==> src/rtl/cnt_seg_display_if.sv <==
// -----------------------------------------------------------------------------
// cnt_seg_display_if
//
// Bundles the counter-side inputs and the display/wrap-monitor outputs of
// cnt_seg_display.
//   count[3:0]     counter value from the upstream 4-bit counter
//   hold           1 = freeze the displayed value (wrap detection continues)
//   wrap_clr       synchronous clear of wrap_cnt
//   seg[6:0]       segment drive, active-low, seg[0]=a .. seg[6]=g
//   dp             decimal point, active-low
//   an[1:0]        digit enables, active-low, an[0]=ones, an[1]=tens
//   wrap_pulse     one-cycle pulse on a detected 15->0 wrap
//   wrap_cnt[3:0]  saturating wrap count
// master = counter/board side, slave = display stage.
// -----------------------------------------------------------------------------
interface cnt_seg_display_if;
   logic [3:0] count;
   logic       hold;
   logic       wrap_clr;
   logic [6:0] seg;
   logic       dp;
   logic [1:0] an;
   logic       wrap_pulse;
   logic [3:0] wrap_cnt;

   modport master (
      output count, hold, wrap_clr,
      input  seg, dp, an, wrap_pulse, wrap_cnt
   );

   modport slave (
      input  count, hold, wrap_clr,
      output seg, dp, an, wrap_pulse, wrap_cnt
   );
endinterface

==> src/rtl/cnt_seg_display.sv <==
// -----------------------------------------------------------------------------
// cnt_seg_display
//
// Samples a free-running 4-bit counter, splits the sample into decimal
// tens/ones and drives a two-digit, time-multiplexed common-anode
// seven-segment display. Also detects 15->0 wraps of the counter and counts
// them in a saturating 4-bit register.
//
// Ports:
//   clk    system clock, rising edge
//   reset  asynchronous, active-low reset
//   bus    cnt_seg_display_if.slave (count/hold/wrap_clr in,
//          seg/dp/an/wrap_pulse/wrap_cnt out)
// Parameter:
//   SCAN_DIV  cycles each digit stays enabled (>= 2)
// All outputs are registered; there is no input-to-output combinational path.
// -----------------------------------------------------------------------------
module cnt_seg_display #(
   parameter int SCAN_DIV = 1000
) (
   input  logic              clk,
   input  logic              reset,
   cnt_seg_display_if.slave  bus
);

   localparam int DIV_W = (SCAN_DIV > 2) ? $clog2(SCAN_DIV) : 1;
   localparam logic [DIV_W-1:0] DIV_LAST = DIV_W'(SCAN_DIV - 1);

   // Digit-select encoding
   localparam logic SEL_ONES = 1'b0;
   localparam logic SEL_TENS = 1'b1;

   localparam logic [6:0] SEG_BLANK = 7'b1111111;

   logic [3:0]       count_q, count_d;
   logic [3:0]       prev_q, prev_d;
   logic [DIV_W-1:0] div_q, div_d;
   logic             sel_q, sel_d;
   logic             wrap_pulse_q, wrap_pulse_d;
   logic [3:0]       wrap_cnt_q, wrap_cnt_d;
   logic [6:0]       seg_q, seg_d;
   logic [1:0]       an_q, an_d;
   logic             dp_q, dp_d;

   logic             wrap;
   logic             tens;
   logic [3:0]       ones;

   // Active-low segment pattern, g..a, for a decimal digit
   function automatic logic [6:0] seg_enc(input logic [3:0] d);
      case (d)
         4'd0:    seg_enc = 7'b1000000;
         4'd1:    seg_enc = 7'b1111001;
         4'd2:    seg_enc = 7'b0100100;
         4'd3:    seg_enc = 7'b0110000;
         4'd4:    seg_enc = 7'b0011001;
         4'd5:    seg_enc = 7'b0010010;
         4'd6:    seg_enc = 7'b0000010;
         4'd7:    seg_enc = 7'b1111000;
         4'd8:    seg_enc = 7'b0000000;
         4'd9:    seg_enc = 7'b0010000;
         default: seg_enc = SEG_BLANK;
      endcase
   endfunction

   always_comb begin
      // NOTE: every signal gets a value before any branch so no latch can be
      // inferred.
      count_d      = bus.hold ? count_q : bus.count;
      prev_d       = bus.count;

      // History is taken regardless of hold, so wraps are seen while frozen
      wrap         = (prev_q == 4'hF) && (bus.count == 4'h0);
      wrap_pulse_d = wrap;

      wrap_cnt_d   = wrap_cnt_q;
      if (bus.wrap_clr)
         wrap_cnt_d = 4'd0;                 // clear beats a coincident wrap
      else if (wrap && (wrap_cnt_q != 4'hF))
         wrap_cnt_d = wrap_cnt_q + 4'd1;

      // count_q <= 15, so subtracting 10 only happens when it cannot underflow
      tens = (count_q >= 4'd10);
      ones = tens ? (count_q - 4'd10) : count_q;

      div_d = div_q + DIV_W'(1);
      sel_d = sel_q;
      if (div_q == DIV_LAST) begin
         div_d = '0;
         sel_d = ~sel_q;
      end

      // Display registers follow sel_q, so an lags sel by one edge
      if (sel_q == SEL_TENS) begin
         an_d  = 2'b01;
         seg_d = tens ? seg_enc(4'd1) : SEG_BLANK;  // leading-zero blanking
      end else begin
         an_d  = 2'b10;
         seg_d = seg_enc(ones);
      end

      // Decimal point marks a frozen display, shown on the ones digit only
      dp_d = ~((sel_q == SEL_ONES) && bus.hold);
   end

   // NOTE: sequential state uses non-blocking assignments so all flops update
   // from the same pre-edge values; the asynchronous reset covers every flop.
   always_ff @(posedge clk or negedge reset) begin
      if (!reset) begin
         count_q      <= 4'd0;
         prev_q       <= 4'd0;
         div_q        <= '0;
         sel_q        <= SEL_ONES;
         wrap_pulse_q <= 1'b0;
         wrap_cnt_q   <= 4'd0;
         seg_q        <= 7'b1000000;
         an_q         <= 2'b10;
         dp_q         <= 1'b1;
      end else begin
         count_q      <= count_d;
         prev_q       <= prev_d;
         div_q        <= div_d;
         sel_q        <= sel_d;
         wrap_pulse_q <= wrap_pulse_d;
         wrap_cnt_q   <= wrap_cnt_d;
         seg_q        <= seg_d;
         an_q         <= an_d;
         dp_q         <= dp_d;
      end
   end

   assign bus.seg        = seg_q;
   assign bus.an         = an_q;
   assign bus.dp         = dp_q;
   assign bus.wrap_pulse = wrap_pulse_q;
   assign bus.wrap_cnt   = wrap_cnt_q;

endmodule

==> src/flat_wrapper.sv <==
// flat-port wrapper written by rule: the top's interface ports become plain ports
module cnt_seg_display_flat 
#(
   parameter int SCAN_DIV = 1000
)
  (clk, reset, bus_count, bus_hold, bus_wrap_clr, bus_seg, bus_dp, bus_an, bus_wrap_pulse, bus_wrap_cnt);
  cnt_seg_display_if bus_i ();
  input  logic clk;
  input  logic reset;
  input wire logic [$bits(bus_i.count)-1:0] bus_count;
  input wire logic [$bits(bus_i.hold)-1:0] bus_hold;
  input wire logic [$bits(bus_i.wrap_clr)-1:0] bus_wrap_clr;
  output wire logic [$bits(bus_i.seg)-1:0] bus_seg;
  output wire logic [$bits(bus_i.dp)-1:0] bus_dp;
  output wire logic [$bits(bus_i.an)-1:0] bus_an;
  output wire logic [$bits(bus_i.wrap_pulse)-1:0] bus_wrap_pulse;
  output wire logic [$bits(bus_i.wrap_cnt)-1:0] bus_wrap_cnt;
  assign bus_i.count = bus_count;
  assign bus_i.hold = bus_hold;
  assign bus_i.wrap_clr = bus_wrap_clr;
  assign bus_seg = bus_i.seg;
  assign bus_dp = bus_i.dp;
  assign bus_an = bus_i.an;
  assign bus_wrap_pulse = bus_i.wrap_pulse;
  assign bus_wrap_cnt = bus_i.wrap_cnt;
  cnt_seg_display #(.SCAN_DIV(SCAN_DIV)) u_core (.clk(clk), .reset(reset), .bus(bus_i));
endmodule
==> config.mk <==
export PLATFORM = sky130hd
export DESIGN_NAME = cnt_seg_display_flat
export DESIGN_NICKNAME = d
export VERILOG_FILES = /design/src/rtl/cnt_seg_display_if.sv /design/src/rtl/cnt_seg_display.sv /design/src/flat_wrapper.sv
export SDC_FILE = /design/constraint.sdc
export NUM_CORES = 1
export LEC_CHECK = 0
export CORE_UTILIZATION = 54
export DETAILED_ROUTE_END_ITERATION = 12
export HOLD_SLACK_MARGIN = 0.08
export PLACE_DENSITY = 0.81
export SETUP_SLACK_MARGIN = 0.4
export SYNTH_ARGS = -nofsm -noshare
export SYNTH_HDL_FRONTEND = slang
export SYNTH_SLANG_ARGS = --single-unit
export TNS_END_PERCENT = 10
==> constraint.sdc <==
create_clock -name clk -period 2.55 [get_ports clk]
set_input_delay 0.3825 -clock clk [delete_from_list [all_inputs] [get_ports clk]]
set_output_delay 0.3825 -clock clk [all_outputs]
set_load 0.005 [all_outputs]
==> impl_metrics.env <==
export IMPL_required_ns=2.79
export IMPL_synth_xor_area_share=0.03139
export IMPL_clkSinkCount=34
export IMPL_hold_viol_final=0
export IMPL_drc=3
export IMPL_crit_family="flip-flops"
export IMPL_syn_nets=167
export IMPL_finalNetCount=192
export IMPL_clk_latency_ns=0.33
export IMPL_fin_setup_tns_ns=0
export IMPL_num_vias=1239
export IMPL_violations="design-rule violations"
export IMPL_ys_ff_latch=34
export IMPL_syn_inst=153
export IMPL_path_cells="nor2b_1 -> a21o_1 -> ha_1 -> nand4b_1 -> a21boi_0 -> nor3_1 -> o21ai_0"
export IMPL_cts_buffers=5
export IMPL_worst_pin_slew_ns=0.5045
export IMPL_die_x_um=57.68
export IMPL_dr_pass1_iters=8
export IMPL_viasPerCell=5.900
export IMPL_htreeDepth=2
export IMPL_antenna_found_initial=0
export IMPL_cp_num_buf_inv=0
export IMPL_hold_class="in2async"
export IMPL_synth_edf_count=0
export IMPL_gr_usage_all_layers=0.1985
export IMPL_layout_drive_gt1_share=0.1229
export IMPL_p_clk_frac=0.331
export IMPL_slowest_stage="dfrtp_1"
export IMPL_dr_wl_met3_um=162
export IMPL_place_hpwl_um=2061
export IMPL_initial_utilization=0.5868
export IMPL_start_kind="flop"
export IMPL_internal_power_uw=928.7
export IMPL_synthFlopType="dfrtp_1"
export IMPL_setup_violations_final=0
export IMPL_io_buffers=22
export IMPL_die_area_sq_um=3327
export IMPL_p_sw_uw=285.9
export IMPL_pwr_share_seq=0.494
export IMPL_n_antenna_cell=0
export IMPL_netSwitchingFraction=0.2354
export IMPL_top_layer_used="met4"
export IMPL_synth_compound_area_frac=0.1689
export IMPL_area_growth_pct=20.25
export IMPL_p_comb_frac=0.175
export IMPL_synth_seq_area_share=0.5105
export IMPL_fin_util=0.7057
export IMPL_clkTransAtPathRegs_ns=0.10
export IMPL_gp_congestion=0.8498
export IMPL_leakagePower_nw=0.8563
export IMPL_io_pins=23
export IMPL_fmax_ghz=0.4981
export IMPL_cp_slowest_stage_delay_ns=0.67
export IMPL_final_max_slew_violation_count=0
export IMPL_rsz0062_at_grt="no"
export IMPL_ys_async_sr_fraction=1.000
export IMPL_cts_tree="built"
export IMPL_wl_per_cell_um=13.69
export IMPL_finalCriticalPeriod_ns=2.008
export IMPL_core_area_sq_um=2853
export IMPL_grt_pass1_wl_um=4961
export IMPL_synth_top_family_by_area="simple AND/OR/NAND/NOR gates"
export IMPL_synth_fa_ha_area_frac=0.04484
export IMPL_worstPathArrival_ns=2.24
export IMPL_syn_area_per_cell_sq_um=10.94
export IMPL_die_h_um=57.68
export IMPL_synthSimpleGateAreaFrac=0.1779
export IMPL_clock_path_buffers=2
export IMPL_path_max_fanout=19
export IMPL_drt_iter0_drc=46
export IMPL_relSlewSlack=0.6637
export IMPL_status="complete, but fails checks"
export IMPL_grt_pass1_vias=1175
export IMPL_finalWirelength_um=2874
export IMPL_end_kind="flop"
export IMPL_ctsHoldBuffers=0
export IMPL_clockRootBuffer="clkbuf_4"
export IMPL_grt_max_degree=35
export IMPL_cap_violations=0
export IMPL_ir_worst_vdd_v=0.0004503
export IMPL_yosys_warnings=0
export IMPL_drtAntennaViolNets=0
export IMPL_synthMuxAreaShare=0.03288
export IMPL_syn_cell_area_sq_um=1674
export IMPL_synth_cell_types=47
export IMPL_rows=19
export IMPL_fin_skew_ns=0.01386
export IMPL_wl_met2_um=1349
export IMPL_drt_met1_wl_um=1310
export IMPL_grt_overflow_total=0
export IMPL_period_share=0.7873
export IMPL_crit_type="reg2reg"
export IMPL_power_per_cell_area_nw_per_um2=603.3
[logic make-up (layout without fill, tap and decap cells)]
group,Yosys count,in the layout
and+or+nand+nor,49,49
AOI/OAI and AO/OA,38,38
DFF,34,34
buffers and inverters,15,41
adders and majority gates,6,6
xor gates and xnor gates,6,6
muxes,5,5
[stage by stage]
step	cells	worst slack, ns	power (mW)	cell area [sq um]	hold slack, ns
2_1_floorplan	153	0.6648	0.7195	1674	0.08691
3_5_place_dp	202	0.3786	0.8216	1926	0.4511
5_1_grt	210	0.4122	1.278	2013	0.4608
4_1_cts	210	0.5147	1.225	2011	0.4508
6_report	210	0.5423	1.215	2013	0.4370
3_3_place_gp	202	0.4240	0.8135	1926	0.4367
[worst reg2reg max path, stage by stage (launching register included)]
cell and delay [ns]:
dfrtp_1 0.67, nor2b_1 0.23, a21o_1 0.18, ha_1 0.26, nand4b_1 0.12, a21boi_0 0.20, nor3_1 0.08, o21ai_0 0.18
[placed cells by master, fill, tap and decap left out, types with 4 or more instances in the layout]
cell / Yosys / final
dfrtp_1: 31 / 31
a21oi_1: 4 / 4
nand2_1: 9 / 9
clkbuf_4: 0 / 5
inv_1: 8 / 8
o21ai_0: 10 / 10
ha_1: 6 / 5
nand3_1: 4 / 4
nor2_1: 9 / 9
mux2_2: 4 / 4
clkdlybuf4s50_1: 0 / 22
[per-layer routing]
layer	GRT usage	vias up
met4	0.08503	0
met5	0	-
li1	-	608
met3	0.06250	7
met1	0.2470	581
met2	0.3223	43
[flip-flops by register name, summed over array words and instances, names as in the netlist]
name and cells:
u_core.bus.an 2, u_core.bus.seg 7, u_core.bus.wrap_cnt 4, u_core.bus.wrap_pulse 1, u_core.prev_q 4, u_core.div_q 10
u_core.count_q 4, u_core.bus.dp 1, u_core.sel_q 1
[worst paths after layout]
path	start	end	slack [ns]	cells after the start
min reg2reg	u_core.div_q[0]	u_core.div_q[0]	0.46	1
min in group clk	u_core.div_q[0]	u_core.div_q[0]	0.46	1
max in group asynchronous	reset	u_core.bus.seg[6]	1.78	2
min	reset	u_core.div_q[7]	0.44	2
max	u_core.count_q[3]	u_core.bus.seg[2]	0.54	7
max reg2reg	u_core.count_q[3]	u_core.bus.seg[2]	0.54	7
[cells in the mapped netlist (2+ instances only)]
cell,instances,area (sq um)
dfrtp_1,31,775.7
o21ai_0,10,50.05
nand2_1,9,33.78
nor2_1,9,33.78
inv_1,8,30.03
clkbuf_1,6,22.52
ha_1,6,75.07
a21oi_1,4,20.02
mux2_2,4,45.04
nand3_1,4,20.02
a21o_1,3,22.52
dfstp_2,3,78.83
nand2b_1,3,18.77
nand4b_1,3,26.28
nor2b_1,3,18.77
xnor2_1,3,26.28
xor2_1,3,26.28
a211oi_1,2,15.01
a31oi_1,2,12.51
and3_1,2,12.51
nand4_1,2,12.51
nor3_1,2,10.01
nor3b_1,2,15.01
nor4b_1,2,17.52
o21a_1,2,15.01
o31ai_1,2,15.01
o32a_1,2,20.02
or3_1,2,12.51
[power groups by stage]
| stage | Combinational (mW) | Sequential, mW | Clock, mW |
|---|---|---|---|
| 2_1_floorplan | 0.115 | 0.605 | 0 |
| 3_3_place_gp | 0.204 | 0.609 | 0 |
| 3_5_place_dp | 0.211 | 0.611 | 0 |
| 4_1_cts | 0.212 | 0.600 | 0.413 |
| 5_1_grt | 0.236 | 0.606 | 0.436 |
| 6_report | 0.213 | 0.600 | 0.402 |
[area by class of cell]
| type | count | area [sq um] |
|---|---|---|
| Clock buffer | 7 | 55.05 |
| Clock inverter | 1 | 30.03 |
| Fill cell | 217 | 839.6 |
| Inverter | 9 | 33.78 |
| Multi-Input combinational cell | 104 | 765.7 |
| Sequential cell | 34 | 854.6 |
| Tap cell | 31 | 38.79 |
| Timing Repair Buffer | 24 | 235.2 |
[what timing repair did]
action,in CTS,in global routing
endpoints found under the setup margin,0,2
gates resized for setup,0,1
setup buffers,0,0
Note: power is estimated with default switching activity, not from simulation.
==> variant: new RTL, same settings <==
`SCAN_DIV` is set to 1000 in 2 places; all go to 4000.
--- a/src/rtl/cnt_seg_display.sv
+++ b/src/rtl/cnt_seg_display.sv
@@ -17,5 +17,5 @@
 // -----------------------------------------------------------------------------
 module cnt_seg_display #(
-   parameter int SCAN_DIV = 1000
+   parameter int SCAN_DIV = 4000
 ) (
    input  logic              clk,
--- a/src/flat_wrapper.sv
+++ b/src/flat_wrapper.sv
@@ -2,5 +2,5 @@
 module cnt_seg_display_flat 
 #(
-   parameter int SCAN_DIV = 1000
+   parameter int SCAN_DIV = 4000
 )
   (clk, reset, bus_count, bus_hold, bus_wrap_clr, bus_seg, bus_dp, bus_an, bus_wrap_pulse, bus_wrap_cnt);
Formal check against the unedited RTL: no difference found for any inputs over 10 cycles, from zero or initial values and one cycle with reset low; that may be too few to reach the edited logic, so the function may still have changed.
==> variant against the unedited design <==
  * Sequential power up 5.5%
  * Die area up 3.2%
  * Setup slack better by 44 ps
  * Synthesized cell count up 7.2%
  * Total power up 4.6%
  * Design area up 3.4%
  * Largest power group unchanged
  * Sequential cell count up 2
  * Wire length up 14%
  * Fmax up 2.2%
  * Hold slack better by 12 ps
  * Combinational power down 5%
  * Via count up 8.1%
  * Cell count up 11%
  * Area after synthesis up 3.4%
  * Critical path type unchanged
==> variant: results (changes against the unedited design) <==
==================================================================================
Placement-stage worst setup slack ...................................     492.5 ps   was 378.6 ps
Placed instance area ................................................    1984 um^2   was 1926 um^2
Total routed wire length on the met1 layer ..........................      1338 um   was 1310 um
First-pass GRT wire length ..........................................      5540 um   was 4961 um
Post-layout nets ....................................................          202   was 192
Maximum cell stage delay along the critical path ....................       510 ps   was 670 ps
Synth area leaders .................................................. sky130_fd_sc_hd__dfrtp_1 (48%), sky130_fd_sc_hd__dfstp_2 (4.6%), sky130_fd_sc_hd__ha_1 (4.3%)   was sky130_fd_sc_hd__dfrtp_1 (46%), sky130_fd_sc_hd__dfstp_2 (4.7%), sky130_fd_sc_hd__ha_1 (4.5%)
Proportion of layout cells with a drive suffix above 1 ..............       11.11%   was 12.29%
Slew HR .............................................................       71.81%   was 66.37%
Final setup skew ....................................................     6.722 ps   was 13.86 ps
P_leak ..............................................................    0.8839 nW   was 0.8563 nW
Maximum fanout count along the critical path ........................           14   was 19
Fill cell count .....................................................          247   was 217
Arrival time at the worst endpoint ..................................      2220 ps   was 2240 ps
Syn_nets ............................................................          178   was 167
Largest net degree at the start of global routing ...................           37   was 35
Met2 wirelength from detailed routing ...............................      1686 um   was 1349 um
Half-perimeter wire length after detailed placement .................      2460 um   was 2061 um
Gate family responsible for the most delay along the worst path ..... compound AO/OA/AOI/OAI gates   was flip-flops
Worst Reg2Reg Path Length in Cells ..................................            8   was 7
Part of the Yosys area used for sequential elements .................       52.28%   was 51.05%
Status .............................................................. complete, no violations   was complete, but fails checks
Max IR drop VDD .....................................................     368.4 uV   was 450.3 uV
Routed wire per std cell ............................................     14.08 um   was 13.69 um
Number of iterations in the first detailed-routing pass .............            5   was 8
Iter 0 DRT Violations ...............................................           81   was 46
CP max-delay cell ................................................... sky130_fd_sc_hd__dfrtp_2   was sky130_fd_sc_hd__dfrtp_1
Overall global routing resource usage ...............................       21.81%   was 19.85%
Placer Congestion ...................................................       0.9015   was 0.8498
Flip-flop count of the largest register, all copies and words added .           12   was 10
Minimum setup slack among reg-to-reg paths ..........................       590 ps   was 540 ps
==================================================================================
## variant: cell types whose count changed after synthesis, moves of 3 or more
cell,before,now
sky130_fd_sc_hd__nand3_1,4,9
sky130_fd_sc_hd__xnor2_1,3,6
sky130_fd_sc_hd__clkbuf_1,6,3
sky130_fd_sc_hd__o21ai_0,10,6
sky130_fd_sc_hd__a21oi_1,4,9
sky130_fd_sc_hd__nor3_1,2,6
sky130_fd_sc_hd__nor2_1,9,13
## variant: cell type report
type                       instances  share of cell area (%)
clock buffer                       7                   3.125
clock inverter                     1                   1.442
inverter                          10                   1.803
multi-input combinational        112                   36.54
sequential                        36                   43.51
tap                               44                   2.644
timing repair buffer              23                   10.94
## variant: cells by family after synthesis
kind of cell	share of synthesized area (%)
and+or+nand+nor	18.30
DFF	52.28
AOI/OAI and AO/OA	11.86
buffers and inverters	3.833
xor gates and xnor gates	5.061
muxes	4.338
adders and majority gates	4.338
## variant: worst min-delay path by stage
stage	from	end	slack (ps)	depth (start not counted)
after floorplan	reset	u_core.bus.an[0]	90	0
after global placement	u_core.div_q[4]	u_core.div_q[4]	500	1
after detailed placement	u_core.div_q[0]	u_core.div_q[0]	500	1
after CTS	reset	u_core.div_q[6]	450	2
after global routing	reset	u_core.bus.wrap_cnt[3]	480	2
final	reset	u_core.bus.wrap_cnt[3]	450	2
## variant: through the flow
| step | hold slack, ps | cells | power, mW | util (%) |
|---|---|---|---|---|
| 4_1_cts | 452.9 | 233 | 1.283 | 68.11 |
| 3_5_place_dp | 504.6 | 225 | 0.8469 | 65.00 |
| 3_3_place_gp | 498.0 | 225 | 0.8433 | 65.00 |
| 5_1_grt | 484.1 | 233 | 1.333 | 68.20 |
| 6_report | 449.3 | 233 | 1.271 | 68.20 |
| 2_1_floorplan | 86.91 | 164 | 0.7409 | - |
## variant: layer usage
layer  up-vias  global-route usage (%)
li1        634                       -
met1       645                   25.44
met2        52                   37.27
met3         8                   6.593
met4         0                   9.524
met5         -                       0
## variant: power breakdown
part	switching (mW)	leakage (nW)	internal, mW
Sequential	0.0233	0.449	0.610
Combinational	0.0973	0.384	0.106
Clock	0.174	0.0515	0.260
